File: config.mk
export PLATFORM = sky130hd
export DESIGN_NAME = reg80_byte_reader_flat
export DESIGN_NICKNAME = d
export VERILOG_FILES = /design/src/rtl/reg80_byte_reader_pkg.sv /design/src/rtl/reg80_byte_reader_if.sv /design/src/rtl/reg80_byte_reader_snapshot.sv /design/src/rtl/reg80_byte_reader.sv /design/src/flat_wrapper.sv
export SDC_FILE = /design/constraint.sdc
export NUM_CORES = 1
export LEC_CHECK = 0
export BUFFER_PORTS_ARGS = -buffer_cell sky130_fd_sc_hd__buf_2
export CELL_PAD_IN_SITES_DETAIL_PLACEMENT = 1
export CELL_PAD_IN_SITES_GLOBAL_PLACEMENT = 2
export CORE_MARGIN = 2
export CORE_UTILIZATION = 42
export DETAILED_ROUTE_END_ITERATION = 8
export GPL_TIMING_DRIVEN = 0
export PLACE_DENSITY = 0.94
export SYNTH_ARGS = -nofsm -noshare
export SYNTH_HDL_FRONTEND = slang
export SYNTH_HIERARCHICAL = 1
export SYNTH_SLANG_ARGS = --single-unit
File: constraint.sdc
create_clock -name CLK -period 6.45 [get_ports CLK]
set_input_delay 0.3225 -clock CLK [delete_from_list [all_inputs] [get_ports CLK]]
set_output_delay 0.3225 -clock CLK [all_outputs]
set_load 0.01 [all_outputs]
File: src/rtl/reg80_byte_reader_pkg.sv
// Shared constants, state encoding and word view for the 80-bit register byte reader.
package reg80_byte_reader_pkg;

  localparam int NBYTES = 10;
  localparam int BYTE_W = 8;
  localparam int WORD_W = NBYTES * BYTE_W;
  localparam int IDX_W  = 4;

  localparam logic [IDX_W-1:0] LAST_IDX = IDX_W'(NBYTES - 1);

  typedef enum logic [1:0] {
    IDLE   = 2'd0,
    SEND   = 2'd1,
    FINISH = 2'd2
  } state_t;

  // Byte lane 0 is bits [7:0], matching the register bank lane order.
  typedef logic [NBYTES-1:0][BYTE_W-1:0] word_t;

  function automatic logic [BYTE_W-1:0] select_byte(input word_t w, input logic [IDX_W-1:0] i);
    return w[i];
  endfunction

endpackage

File: src/rtl/reg80_byte_reader_if.sv
// Byte-stream side of the reader: valid/ready byte lane plus LAST/DONE markers.
interface reg80_byte_reader_if;

  logic [reg80_byte_reader_pkg::BYTE_W-1:0] byte_out;
  logic                                     byte_valid;
  logic                                     byte_ready;
  logic                                     LAST;
  logic                                     DONE;

  modport master (
    output byte_out,
    output byte_valid,
    output LAST,
    output DONE,
    input  byte_ready
  );

  modport slave (
    input  byte_out,
    input  byte_valid,
    input  LAST,
    input  DONE,
    output byte_ready
  );

endinterface

File: src/rtl/reg80_byte_reader_snapshot.sv
// 80-bit load-enabled holding register assembled from 8-bit register cells.
module reg8_cell (
  input  logic       clk,
  input  logic       rst_n,
  input  logic       en,
  input  logic [7:0] d,
  output logic [7:0] q
);

  always_ff @(posedge clk or negedge rst_n) begin
    if (!rst_n) begin
      q <= 8'h00;
    end else if (en) begin
      q <= d;
    end
  end

endmodule

module reg80_snapshot
  import reg80_byte_reader_pkg::*;
(
  input  logic              clk,
  input  logic              rst_n,
  input  logic              load,
  input  logic [WORD_W-1:0] d,
  output word_t             q
);

  word_t d_lanes;
  assign d_lanes = d;

  for (genvar b = 0; b < NBYTES; b++) begin : g_cell
    reg8_cell u_cell (
      .clk   (clk),
      .rst_n (rst_n),
      .en    (load),
      .d     (d_lanes[b]),
      .q     (q[b])
    );
  end

endmodule

File: src/rtl/reg80_byte_reader.sv
// Snapshots an 80-bit word on START and streams it LSB-first as bytes over a valid/ready lane.
module reg80_byte_reader
  import reg80_byte_reader_pkg::*;
(
  input  logic                CLK,
  input  logic                RESET,
  input  logic                START,
  input  logic [WORD_W-1:0]   reg_in,
  output logic                BUSY,
  reg80_byte_reader_if.master bus
);

  state_t           state;
  logic [IDX_W-1:0] idx;
  logic [IDX_W-1:0] idx_next;
  word_t            snap;
  logic             load;

  assign load     = (state == IDLE) && START;
  assign idx_next = idx + IDX_W'(1);

  reg80_snapshot u_snapshot (
    .clk   (CLK),
    .rst_n (RESET),
    .load  (load),
    .d     (reg_in),
    .q     (snap)
  );

  // Byte 0 comes straight from reg_in because the snapshot loads on the same edge.
  always_ff @(posedge CLK or negedge RESET) begin
    if (!RESET) begin
      state          <= IDLE;
      idx            <= '0;
      BUSY           <= 1'b0;
      bus.byte_valid <= 1'b0;
      bus.byte_out   <= '0;
      bus.LAST       <= 1'b0;
      bus.DONE       <= 1'b0;
    end else begin
      case (state)
        IDLE: begin
          bus.DONE <= 1'b0;
          if (START) begin
            state          <= SEND;
            idx            <= '0;
            BUSY           <= 1'b1;
            bus.byte_valid <= 1'b1;
            bus.byte_out   <= reg_in[BYTE_W-1:0];
            bus.LAST       <= (LAST_IDX == '0);
          end
        end
        SEND: begin
          if (bus.byte_ready) begin
            if (idx != LAST_IDX) begin
              idx          <= idx_next;
              bus.byte_out <= select_byte(snap, idx_next);
              bus.LAST     <= (idx_next == LAST_IDX);
            end else begin
              state          <= FINISH;
              BUSY           <= 1'b0;
              bus.byte_valid <= 1'b0;
              bus.byte_out   <= '0;
              bus.LAST       <= 1'b0;
              bus.DONE       <= 1'b1;
            end
          end
        end
        FINISH: begin
          bus.DONE <= 1'b0;
          state    <= IDLE;
        end
        default: begin
          state <= IDLE;
        end
      endcase
    end
  end

endmodule

File: src/flat_wrapper.sv
// flat-port wrapper written by rule: the top's interface ports become plain ports
module reg80_byte_reader_flat import reg80_byte_reader_pkg::*;
  (CLK, RESET, START, reg_in, BUSY, bus_byte_out, bus_byte_valid, bus_LAST, bus_DONE, bus_byte_ready);
  reg80_byte_reader_if bus_i ();
  input  logic CLK;
  input  logic RESET;
  input  logic START;
  input  logic [WORD_W-1:0] reg_in;
  output logic BUSY;
  output wire logic [$bits(bus_i.byte_out)-1:0] bus_byte_out;
  output wire logic [$bits(bus_i.byte_valid)-1:0] bus_byte_valid;
  output wire logic [$bits(bus_i.LAST)-1:0] bus_LAST;
  output wire logic [$bits(bus_i.DONE)-1:0] bus_DONE;
  input wire logic [$bits(bus_i.byte_ready)-1:0] bus_byte_ready;
  assign bus_byte_out = bus_i.byte_out;
  assign bus_byte_valid = bus_i.byte_valid;
  assign bus_LAST = bus_i.LAST;
  assign bus_DONE = bus_i.DONE;
  assign bus_i.byte_ready = bus_byte_ready;
  reg80_byte_reader u_core (.CLK(CLK), .RESET(RESET), .START(START), .reg_in(reg_in), .BUSY(BUSY), .bus(bus_i));
endmodule
# Word level (Yosys, flattened, before mapping)

Cells that the tools add are included.

Word-level logic and storage cells: 61
Output and inout bits: 12
Bits in registers: 97
Input bits: 84

Order comparisons: 1
Eq/ne operators: 8
Reductions and logical operators: 10
$add $sub $neg: 1
Muxes and demuxes: 25

Operators with widths:

| cell                                                                   | number |
|---|---|
| 8-bit binary-select mux with 4-bit select                              | 1 |
| 8-bit 2-to-1 mux                                                       | 4 |
| 8-bit one-hot mux with 2 select lines                                  | 1 |
| 4-bit 2-to-1 mux                                                       | 3 |
| 3-bit AND reduction                                                    | 3 |
| 1-bit 2-to-1 mux                                                       | 8 |
| 4-bit one-hot mux with 2 select lines                                  | 1 |
| 4-bit AND reduction                                                    | 2 |
| 2-bit 2-to-1 mux                                                       | 3 |
| 2-bit != test (second input constant)                                  | 3 |
| 1-bit one-hot mux with 2 select lines                                  | 3 |
| 4-bit by 5-bit < comparator with 1-bit output (second input constant)  | 1 |
| 4-bit by 1-bit adder with 4-bit output (second input constant)         | 1 |
| 4-bit equality test (second input constant)                            | 1 |
| 4-bit != test (second input constant)                                  | 1 |
| 2-bit one-hot mux with 2 select lines                                  | 1 |
| 2-bit nonzero test                                                     | 2 |
| 2-bit by 1-bit equality test with 1-bit output (second input constant) | 1 |
| 2-bit equality test (second input constant)                            | 1 |
| 2-bit zero test                                                        | 1 |
| 2-bit by 1-bit != test with 1-bit output (second input constant)       | 1 |
| 2-bit OR reduction                                                     | 1 |
| 1-bit logical AND                                                      | 1 |

# Depth between registers and ports, before layout

Gate-level depths: netlist (run 1).

Depth after elaboration: 6
Gate-level depth with buffers: 11
Mapped depth without buffers: 6

# Modules after synthesis

Netlist (run 1), hierarchy kept.

By module, submodules not included:

| module            | area each (um2) | cells each | sequential area each (um2) | instances |
|---|---|---|---|---|
| reg8_cell         | 331.6           | 17         | 200.2                      | 10 |
| reg80_byte_reader | 1697.9          | 146        | 425.4                      | 1 |

# Least setup slack after synthesis (run 1)

No wires, ideal clock.

Kind: reg-to-reg
From: register u_core.state[1]
To: register u_core.u_snapshot.g_cell[0].u_cell.q[0]
Path slack: 3.775 ns
Path buffers: 2
Arrival: 2.550 ns
Data required time: 6.325 ns
Library setup time: 0.125 ns
Period minus slack after synthesis: 2.675 ns
Cell stages (with the launch flop): 5
Cell sequence: dfrtp_1 buf_2 nor3b_1 buf_6 mux2_4

Longest elaborated chain between the ends: 2

Ends and longest elaborated chain:

| what                   | RTL line                         | source |
|---|---|---|
| start, declared        | reg80_byte_reader.sv:13          | `state_t state;` |
| start signal, assigned | reg80_byte_reader.sv:33          | `state <= IDLE;` |
| start signal, assigned | reg80_byte_reader.sv:45          | `state <= SEND;` |
| start signal, assigned | reg80_byte_reader.sv:60          | `state <= FINISH;` |
| 2-bit zero test        | reg80_byte_reader.sv:19          | `assign load = (state == IDLE) && START;` |
| 1-bit logical AND      | reg80_byte_reader.sv:19          |  |
| net u_core.load        | reg80_byte_reader.sv:17          | `logic load;` |
| end signal, assigned   | reg80_byte_reader_snapshot.sv:12 | `q <= 8'h00;` |
| end signal, assigned   | reg80_byte_reader_snapshot.sv:14 | `q <= d;` |
| end, declared          | reg80_byte_reader_snapshot.sv:7  | `output logic [7:0] q` |

The timed path passes the listed nets, and every way through them passes these cells.
A chain may end at the register's enable or synchronous reset.

# Final worst setup path (run 1)

From: register u_core.idx[0]
To: register u_core.bus.byte_out[1]

Longest elaborated chain between the ends: 6
Elaborated cells on any way between the ends: 7
Those cells by class: add/sub (1); eq/ne (1); mux (5)

Ends and longest elaborated chain:

| what                                      | RTL line                    | source |
|---|---|---|
| start, declared                           | reg80_byte_reader.sv:14     | `logic [IDX_W-1:0] idx;` |
| start signal, assigned                    | reg80_byte_reader.sv:56     | `idx <= idx_next;` |
| 4-bit by 1-bit adder with 4-bit output    | reg80_byte_reader.sv:20     | `assign idx_next = idx + IDX_W'(1);` |
| 8-bit binary-select mux with 4-bit select | reg80_byte_reader_pkg.sv:21 | `return w[i];` |
| 8-bit 2-to-1 mux (not written as such)    | reg80_byte_reader_pkg.sv:21 |  |
| 8-bit 2-to-1 mux *                        | reg80_byte_reader.sv:55     | `if (idx != LAST_IDX) begin` |
| 8-bit 2-to-1 mux *                        | reg80_byte_reader.sv:54     | `if (bus.byte_ready) begin` |
| 8-bit one-hot mux with 2 select lines *   | reg80_byte_reader.sv:41     | `case (state)` |
| end signal, assigned                      | reg80_byte_reader.sv:49     | `bus.byte_out <= reg_in[BYTE_W-1:0];` |
| end signal, assigned                      | reg80_byte_reader.sv:57     | `bus.byte_out <= select_byte(snap, idx_next);` |
| end, declared                             | reg80_byte_reader_if.sv:11  | `output byte_out,` |

Mark *: on every way between the ends. The rest lies on a longest branch, timed or not. The select of a mux whose other input is x is not followed.

==> results_tabular.tex, run 1 <==
\begin{tabular}{lr}
\hline
Metric & Value \\
\hline
\multicolumn{2}{l}{\textbf{Outcome}} \\
Run status & finished, violations left \\
Violated checks & DRC \\
\multicolumn{2}{l}{\textbf{Worst setup path}} \\
Worst path buffer plus inverter count & 6 \\
CP top delay family & buffers and inverters \\
Arrival @ worst endpoint & 2.88 ns \\
CP Data Required Time & 6.67 ns \\
Type of the worst setup path & register to register \\
Sequence of cells on the critical path & buf\_6 -> buf\_8 -> inv\_6 -> ha\_1 -> buf\_6 -> buf\_8 -> buf\_2 -> mux4\_2 -> mux2\_2 -> nand3\_1 -> o311ai\_1 \\
Slowest cell on the critical path & dfrtp\_1 \\
Launching element type of the critical path & register \\
Endpoint type of the worst setup path & register \\
Largest fanout of any net on the critical path & 10 \\
Worst stage delay on the critical path & 0.40 ns \\
\multicolumn{2}{l}{\textbf{Yosys}} \\
Synthesized netlist cell count & 316 \\
Main combinational cell family by area after synthesis & multiplexers \\
Post-synthesis register bit count & 97 \\
Fraction of synthesized area in multiplexers & 0.361 \\
Mapped cell area & 5010 um2 \\
Fraction of the mapped netlist area in simple logic gates & 0.0422 \\
Area share of the leading cell type in the synthesized netlist & 0.484 \\
Most used flip-flop cell after synthesis & dfrtp\_1 \\
Syn Area/Cell & 15.9 um2 \\
Area share of fa/ha/maj cells after synthesis & 0.00749 \\
Leading area contributor after synthesis & dfrtp\_1 \\
Share of the yosys chip area belonging to registers & 0.484 \\
Async set-reset flop share out of synthesis & 1.00 \\
Netlist cell types & 43 \\
Xor and xnor fraction of the mapped netlist area & 0.0110 \\
Nets in the synthesized netlist & 403 \\
Count of yosys warnings during synthesis & 6 \\
Compound-gate portion of the synthesized area & 0.0462 \\
Number of flops mapped to enable cells by yosys & 0 \\
Biggest area contributors in the synthesized netlist & dfrtp\_1 48\%, mux2\_4 25\%, mux4\_2 4.0\% \\
\multicolumn{2}{l}{\textbf{Die}} \\
Die area & 12,800 um2 \\
Starting density of the core & 0.435 \\
I/O pin count & 96 \\
Std-Cell Core Area & 11,500 um2 \\
Die height & 113 um \\
Horizontal die dimension & 113 um \\
Placement Rows & 39 \\
\multicolumn{2}{l}{\textbf{Global routing}} \\
Via count of the first global-routing pass & 3,527 \\
Maximum number of pins on one net before global-route repair & 69 \\
Met3 Track Usage GR & 0.0466 \\
Number of antenna violations at the first check in global routing & 0 \\
Met2 track utilization from global routing & 0.340 \\
First-pass GRT wire length & 20.0 mm \\
Busiest layer in global routing & met2 \\
Global routing met1 resource utilization & 0.270 \\
Total GRT Usage & 0.209 \\
Global-route congestion overflow total & 0 \\
\multicolumn{2}{l}{\textbf{Timing}} \\
Worst rel slew slack & 0.508 \\
Setup repair after global routing missed its margin & false \\
Worst clock skew & 0.00713 ns \\
Final period demand of the worst path & 2.66 ns \\
Final max-slew violation count & 0 \\
TNS Setup & 0 ns \\
Period Utilization, post-route & 0.412 \\
Least-Margin Pin Slew & 0.735 ns \\
Final Hold Violating Endpoints & 0 \\
Achievable clock frequency & 376 MHz \\
Setup violators final & 0 \\
\multicolumn{2}{l}{\textbf{Clock tree}} \\
Quantity of gates resized following cts & 0 \\
TritonCTS buffer count & 9 \\
Clock latency at the later pin of the worst-skew pair & 0.36 ns \\
Total number of H-tree levels & 3 \\
Clock transition at path regs & 0.07 ns \\
CTS root buffer & clkbuf\_16 \\
Clock tree from TritonCTS & yes \\
Number of buffers on the longest clock path & 2 \\
Number of clock sinks seen by CTS & 97 \\
Postcts setup bufs & 0 \\
\multicolumn{2}{l}{\textbf{Final layout}} \\
Commonest non-fill, non-tap cells in the layout & 97 x buf\_2, 97 x dfrtp\_1, 82 x mux2\_4, 16 x buf\_6, 15 x mux2\_2 \\
Synth-to-layout area growth & 20.8\% \\
Final non-filler cell total & 573 \\
Final antenna diode count & 0 \\
Fraction of layout cells with a size suffix above 1 & 0.584 \\
Fill count & 1,169 \\
Final std cell area, no fill & 6050 um2 \\
Final nets & 512 \\
\multicolumn{2}{l}{\textbf{Worst hold path}} \\
Path class of the lowest-slack min-delay path & input port to register \\
\multicolumn{2}{l}{\textbf{Power and ir drop}} \\
Static Leak & 2.81 nW \\
Cell area power density & 541 nW/um2 \\
Peak VDD IR & 0.218 mV \\
\multicolumn{2}{l}{\textbf{Flow run}} \\
Max Cap Violations & 0 \\
\multicolumn{2}{l}{\textbf{Routing}} \\
Number of DRC violations after detailed-routing iteration 0 & 143 \\
Routed via count divided by cell count & 5.39 \\
Final antenna-violating net count & 0 \\
Number of optimization iterations in the first detailed-route pass & 6 \\
DRC & 4 \\
Detail-routed net length per standard cell & 22.0 um \\
Routed Wire Length & 12.6 mm \\
Via count of the routed design & 3,090 \\
\multicolumn{2}{l}{\textbf{Placement}} \\
Instance count after placement with tap cells included & 556 \\
Routability cong. & 0.779 \\
DP Area & 5710 um2 \\
Count of buffers inserted at the top-level ports & 95 \\
Detailed-placement wirelength estimate & 9.26 mm \\
\hline
\end{tabular}
## path summary, 6_finish.rpt
path / start / cells past startpoint / slack, ns / end
min reg2reg: u_core/bus.DONE$_DFFE_PN0P_ / 1 / 0.50 / u_core/bus.DONE$_DFFE_PN0P_
max reg2reg: u_core/idx[0]$_DFFE_PN0P_ / 11 / 3.79 / u_core/bus.byte_out[1]$_DFFE_PN0P_
min in group asynchronous: RESET / 2 / 0.45 / u_core/bus.DONE$_DFFE_PN0P_
max: u_core/idx[0]$_DFFE_PN0P_ / 11 / 3.79 / u_core/bus.byte_out[1]$_DFFE_PN0P_
min: reg_in[67] / 2 / 0.19 / u_core/u_snapshot/g_cell[8].u_cell/q[3]$_DFFE_PN0P_
max in group asynchronous: RESET / 3 / 5.33 / u_core/u_snapshot/g_cell[3].u_cell/q[3]$_DFFE_PN0P_
## stage by stage
stage          total power [mW]  hold WS, ns  setup WS, ns  utilization
6_report                   3.27        0.191          3.79        0.526
4_1_cts                    3.30        0.177          3.77        0.526
3_5_place_dp               2.68        0.284          3.78        0.496
3_3_place_gp               2.61        0.475          2.96        0.492
5_1_grt                    3.45        0.183          3.61        0.526
2_1_floorplan              2.26       0.0269          3.77            -
## routing by layer
| metal | wire, um | share of wire |
|---|---|---|
| met1 | 5350 | 0.43 |
| met2 | 6120 | 0.49 |
| met3 | 735 | 0.058 |
| met4 | 372 | 0.030 |
| met5 | 0 | 0 |
## power by group
group / internal, mW / leakage [nW] / total, mW / switching (mW)
sequential: 0.916 / 1.15 / 1.12 / 0.209
clock: 0.351 / 0.151 / 0.595 / 0.244
combinational: 0.919 / 1.51 / 1.55 / 0.634
## registers in the layout, summed over array words and instances, names as in the netlist
signal,count
u_core/bus.DONE,1
u_core/BUSY,1
u_core/idx,4
u_core/u_snapshot/g_cell.u_cell/q,80
u_core/state,2
u_core/bus.LAST,1
u_core/bus.byte_out,8
## area by class of cell
| type | count | area [um2] | area share |
|---|---|---|---|
| Multi-Input combinational cell | 194 | 2350 | 0.388 |
| Buffer | 21 | 221 | 0.0366 |
| Tap cell | 143 | 179 | 0.0296 |
| Timing Repair Buffer | 98 | 527 | 0.0870 |
| Clock buffer | 10 | 239 | 0.0395 |
| Clock inverter | 6 | 91.3 | 0.0151 |
| Sequential cell | 97 | 2430 | 0.401 |
| Inverter | 4 | 20.0 | 0.00331 |
## cell families after synthesis
| logic type | count (synthesis) |
|---|---|
| adders and majority gates | 3 |
| AOI/OAI and AO/OA | 33 |
| DFF | 97 |
| buffers and inverters | 25 |
| xor gates and xnor gates | 2 |
| muxes | 120 |
| and+or+nand+nor | 36 |
## synth_stat cells (3+ instances only)
library cell and number:
mux4_1 4, ha_1 3, nand2_1 7, inv_1 3
nor4_1 4, dfrtp_1 97, a21oi_1 5, o21ai_1 3
mux2_4 82, mux2_2 15, nor2_1 4, nand3_1 9
a22oi_1 5, a31oi_1 3, mux4_2 9, mux2i_1 9
o311ai_1 5, buf_2 3, buf_6 15, o21ai_0 5
## what timing repair did
action	in CTS	in global routing
endpoints found under the setup margin	0	0
hold buffers	1	0
endpoints found under the hold margin	29	0
Note: power is estimated with default switching activity, not from simulation.
==> run 2, diff against run 1 <==
CORE_UTILIZATION = 39   (was 42)
PLACE_DENSITY = 0.88   (was 0.94)
clock period = 2.5 ns   (was 6.45 ns; I/O delays follow)
==> run 2 against run 1 <==
The run now ends clean. Register-to-register slack got worse by 3.7 ns. Clock power rose by 140%. Via count rose by 0.78%. Wire length rose by 1.4%. Largest power group unchanged.
==> results_tabular.tex, run 2 (same netlist as run 1, synthesis figures left out) <==
\begin{tabular}{lr}
\hline
Metric & Value \\
\hline
\multicolumn{2}{l}{\textbf{Final layout}} \\
Commonest non-fill, non-tap cells in the layout & 97 x dfrtp\_1, 96 x buf\_2, 82 x mux2\_4, 15 x buf\_6, 15 x mux2\_2 \\
Fill count & 1,281 (+9.6\%) \\
Largest regs & u\_core/u\_snapshot/g\_cell.u\_cell/q (80), u\_core/bus.byte\_out (8), u\_core/idx (4) \\
Final std cell area, no fill & 6100 um2 (+0.70\%) \\
Most common cell after layout, fill and taps aside & dfrtp\_1 \\
Fraction of layout cells with a size suffix above 1 & 0.575 (-0.00831) \\
Final antenna diode count & 0 (unchanged) \\
Synth-to-layout area growth & 21.6\% \\
Final nets & 513 (+0.20\%) \\
Largest register FFs & 80 (unchanged) \\
Reg with most FFs & u\_core/u\_snapshot/g\_cell.u\_cell/q \\
\multicolumn{2}{l}{\textbf{Worst setup path}} \\
CP Data Required Time & 2.71 ns (-3.96 ns) \\
Arrival @ worst endpoint & 2.64 ns (-0.24 ns) \\
Launching element type of the critical path & register \\
Destination of the worst register-to-register timing path & u\_core/bus.byte\_out[3]\$\_DFFE\_PN0P\_ \\
Worst R2R Path Depth & 9 (-2) \\
Setup slack on the worst flop-to-flop path & 0.07 ns (-3.72 ns) \\
Worst reg2reg startpoint & u\_core/idx[0]\$\_DFFE\_PN0P\_ \\
Largest fanout of any net on the critical path & 18 (+8) \\
Type of the worst setup path & register to register \\
Endpoint type of the worst setup path & register \\
\multicolumn{2}{l}{\textbf{Clock tree}} \\
Clock latency at the later pin of the worst-skew pair & 0.34 ns (-0.02 ns) \\
Number of clock sinks seen by CTS & 97 (unchanged) \\
CTS root buffer & clkbuf\_16 \\
Clock transition at path regs & 0.07 ns (about the same) \\
Total number of H-tree levels & 3 (unchanged) \\
Number of buffers on the longest clock path & 2 (unchanged) \\
TritonCTS buffer count & 9 (unchanged) \\
Clock tree from TritonCTS & yes \\
\multicolumn{2}{l}{\textbf{Placement}} \\
Count of buffers inserted at the top-level ports & 95 (unchanged) \\
Routability cong. & 0.824 (+5.7\%) \\
DP Area & 5740 um2 (+0.44\%) \\
Detailed-placement wirelength estimate & 9.43 mm (+1.8\%) \\
Pre-CTS worst setup slack & -0.153 ns (-3.94 ns) \\
\multicolumn{2}{l}{\textbf{Worst hold path}} \\
Cell depth of the worst min-delay path & 2 (unchanged) \\
Worst Hold End & u\_core/u\_snapshot/g\_cell[9].u\_cell/q[1]\$\_DFFE\_PN0P\_ \\
Path class of the lowest-slack min-delay path & input port to register \\
Startpoint of the tightest hold check path & reg\_in[73] \\
\multicolumn{2}{l}{\textbf{Timing}} \\
Final Hold Violating Endpoints & 0 (unchanged) \\
Worst rel slew slack & 0.339 (-0.168) \\
Final max-slew violation count & 0 (unchanged) \\
Least-Margin Pin Slew & 0.990 ns (+0.255 ns) \\
Final period demand of the worst path & 2.43 ns (-0.229 ns) \\
Worst hold slack & 0.0109 ns (-0.180 ns) \\
Setup violators final & 0 (unchanged) \\
Achievable clock frequency & 412 MHz (+9.4\%) \\
Worst setup margin & 0.0727 ns (-3.72 ns) \\
Worst clock skew & 0.00663 ns (-0.000499 ns) \\
Period Utilization, post-route & 0.971 (+0.559) \\
Setup repair after global routing missed its margin & false \\
\multicolumn{2}{l}{\textbf{Power and ir drop}} \\
Cell area power density & 1390 nW/um2 (+160\%) \\
Peak VDD IR & 0.502 mV (+130\%) \\
Design Power & 8.46 mW (+160\%) \\
Static Leak & 2.82 nW (+0.33\%) \\
\multicolumn{2}{l}{\textbf{Die}} \\
I/O pin count & 96 (unchanged) \\
Placement Rows & 41 (+5.1\%) \\
Die area & 13,800 um2 (+7.4\%) \\
Starting density of the core & 0.399 (-0.0364) \\
Horizontal die dimension & 117 um (+3.6\%) \\
Std-Cell Core Area & 12,600 um2 (+9.1\%) \\
Die height & 117 um (+3.6\%) \\
\multicolumn{2}{l}{\textbf{Global routing}} \\
Total GRT Usage & 0.193 (-0.0161) \\
Via count of the first global-routing pass & 3,524 (-0.085\%) \\
Number of antenna violations at the first check in global routing & 0 (unchanged) \\
First-pass GRT wire length & 20.5 mm (+2.6\%) \\
Maximum number of pins on one net before global-route repair & 58 (-16\%) \\
Global-route congestion overflow total & 0 (unchanged) \\
\multicolumn{2}{l}{\textbf{Routing}} \\
Routed Wire Length & 12.8 mm (+1.4\%) \\
Number of DRC violations after detailed-routing iteration 0 & 99 (-31\%) \\
DRC & 0 (-4) \\
Via count of the routed design & 3,114 (+0.78\%) \\
Final antenna-violating net count & 0 (unchanged) \\
Detail-routed net length per standard cell & 21.1 um (-3.7\%) \\
Number of optimization iterations in the first detailed-route pass & 4 (-2) \\
Routed via count divided by cell count & 5.16 (-4.2\%) \\
\multicolumn{2}{l}{\textbf{Flow run}} \\
Max Cap Violations & 0 (unchanged) \\
\multicolumn{2}{l}{\textbf{Outcome}} \\
Run status & complete, no violations \\
\hline
\end{tabular}
-- run 2: final cells by class --
| class | count | area, um2 | area share |
|---|---|---|---|
| clock inverters | 2 | 35.0 | 0.00575 |
| flip-flops and latches | 97 | 2430 | 0.398 |
| repair buffers | 100 | 543 | 0.0891 |
| multi-input cells | 194 | 2360 | 0.386 |
| well taps | 172 | 215 | 0.0353 |
| inverters | 4 | 20.0 | 0.00328 |
| clock buffers | 14 | 274 | 0.0449 |
| plain buffers | 20 | 226 | 0.0371 |
-- run 2: timing repair --
item,4_1_cts,5_1_grt
endpoints found under the setup margin,8,2
hold buffers,3,0
gates resized for setup,3,2
hold endpoints to repair,42,0
setup buffers,1,0
-- run 2: how the worst max path moves through the flow --
stage | start | endpoint | slack (ns) | cells after the start
after floorplan | u_core/idx[0]$_DFFE_PN0P_ | u_core/bus.byte_out[7]$_DFFE_PN0P_ | 0.23 | 10
after global placement | u_core/idx[0]$_DFFE_PN0P_ | u_core/bus.byte_out[1]$_DFFE_PN0P_ | -0.1 | 11
after detailed placement | u_core/idx[0]$_DFFE_PN0P_ | u_core/bus.byte_out[1]$_DFFE_PN0P_ | -0.15 | 11
after CTS | u_core/state[1]$_DFFE_PN0P_ | u_core/u_snapshot/g_cell[6].u_cell/q[3]$_DFFE_PN0P_ | 0.02 | 4
after global routing | u_core/idx[0]$_DFFE_PN0P_ | u_core/bus.byte_out[3]$_DFFE_PN0P_ | 0.01 | 9
final | u_core/idx[0]$_DFFE_PN0P_ | u_core/bus.byte_out[3]$_DFFE_PN0P_ | 0.07 | 9
-- run 2: metrics by stage --
step	utilization	cells	setup TNS [ns]
after floorplan	-	316	0
after global placement	0.454	583	-0.374
after detailed placement	0.457	584	-0.712
after CTS	0.484	603	0
after global routing	0.485	603	0
final	0.485	603	0
-- run 2: power by group --
part / switching (mW) / leakage [nW] / internal (mW)
sequential: 0.548 / 1.15 / 2.36
combinational: 1.71 / 1.52 / 2.40
clock: 0.582 / 0.153 / 0.858
-- run 2: worst max-delay path: stages, from the launching register on --
cell and delay [ns]:
dfrtp_1 0.38, buf_6 0.15, buf_12 0.16, inv_6 0.05, ha_1 0.32, buf_12 0.18, mux2_2 0.36, mux4_2 0.48
nand3_1 0.11, a31oi_1 0.09
-- run 2: metal layers --
metal | GRT usage | share of wire
met1 | 0.256 | 0.46
met2 | 0.324 | 0.49
met4 | 0.0474 | 0.0093
met3 | 0.0418 | 0.039
met5 | 0 | 0
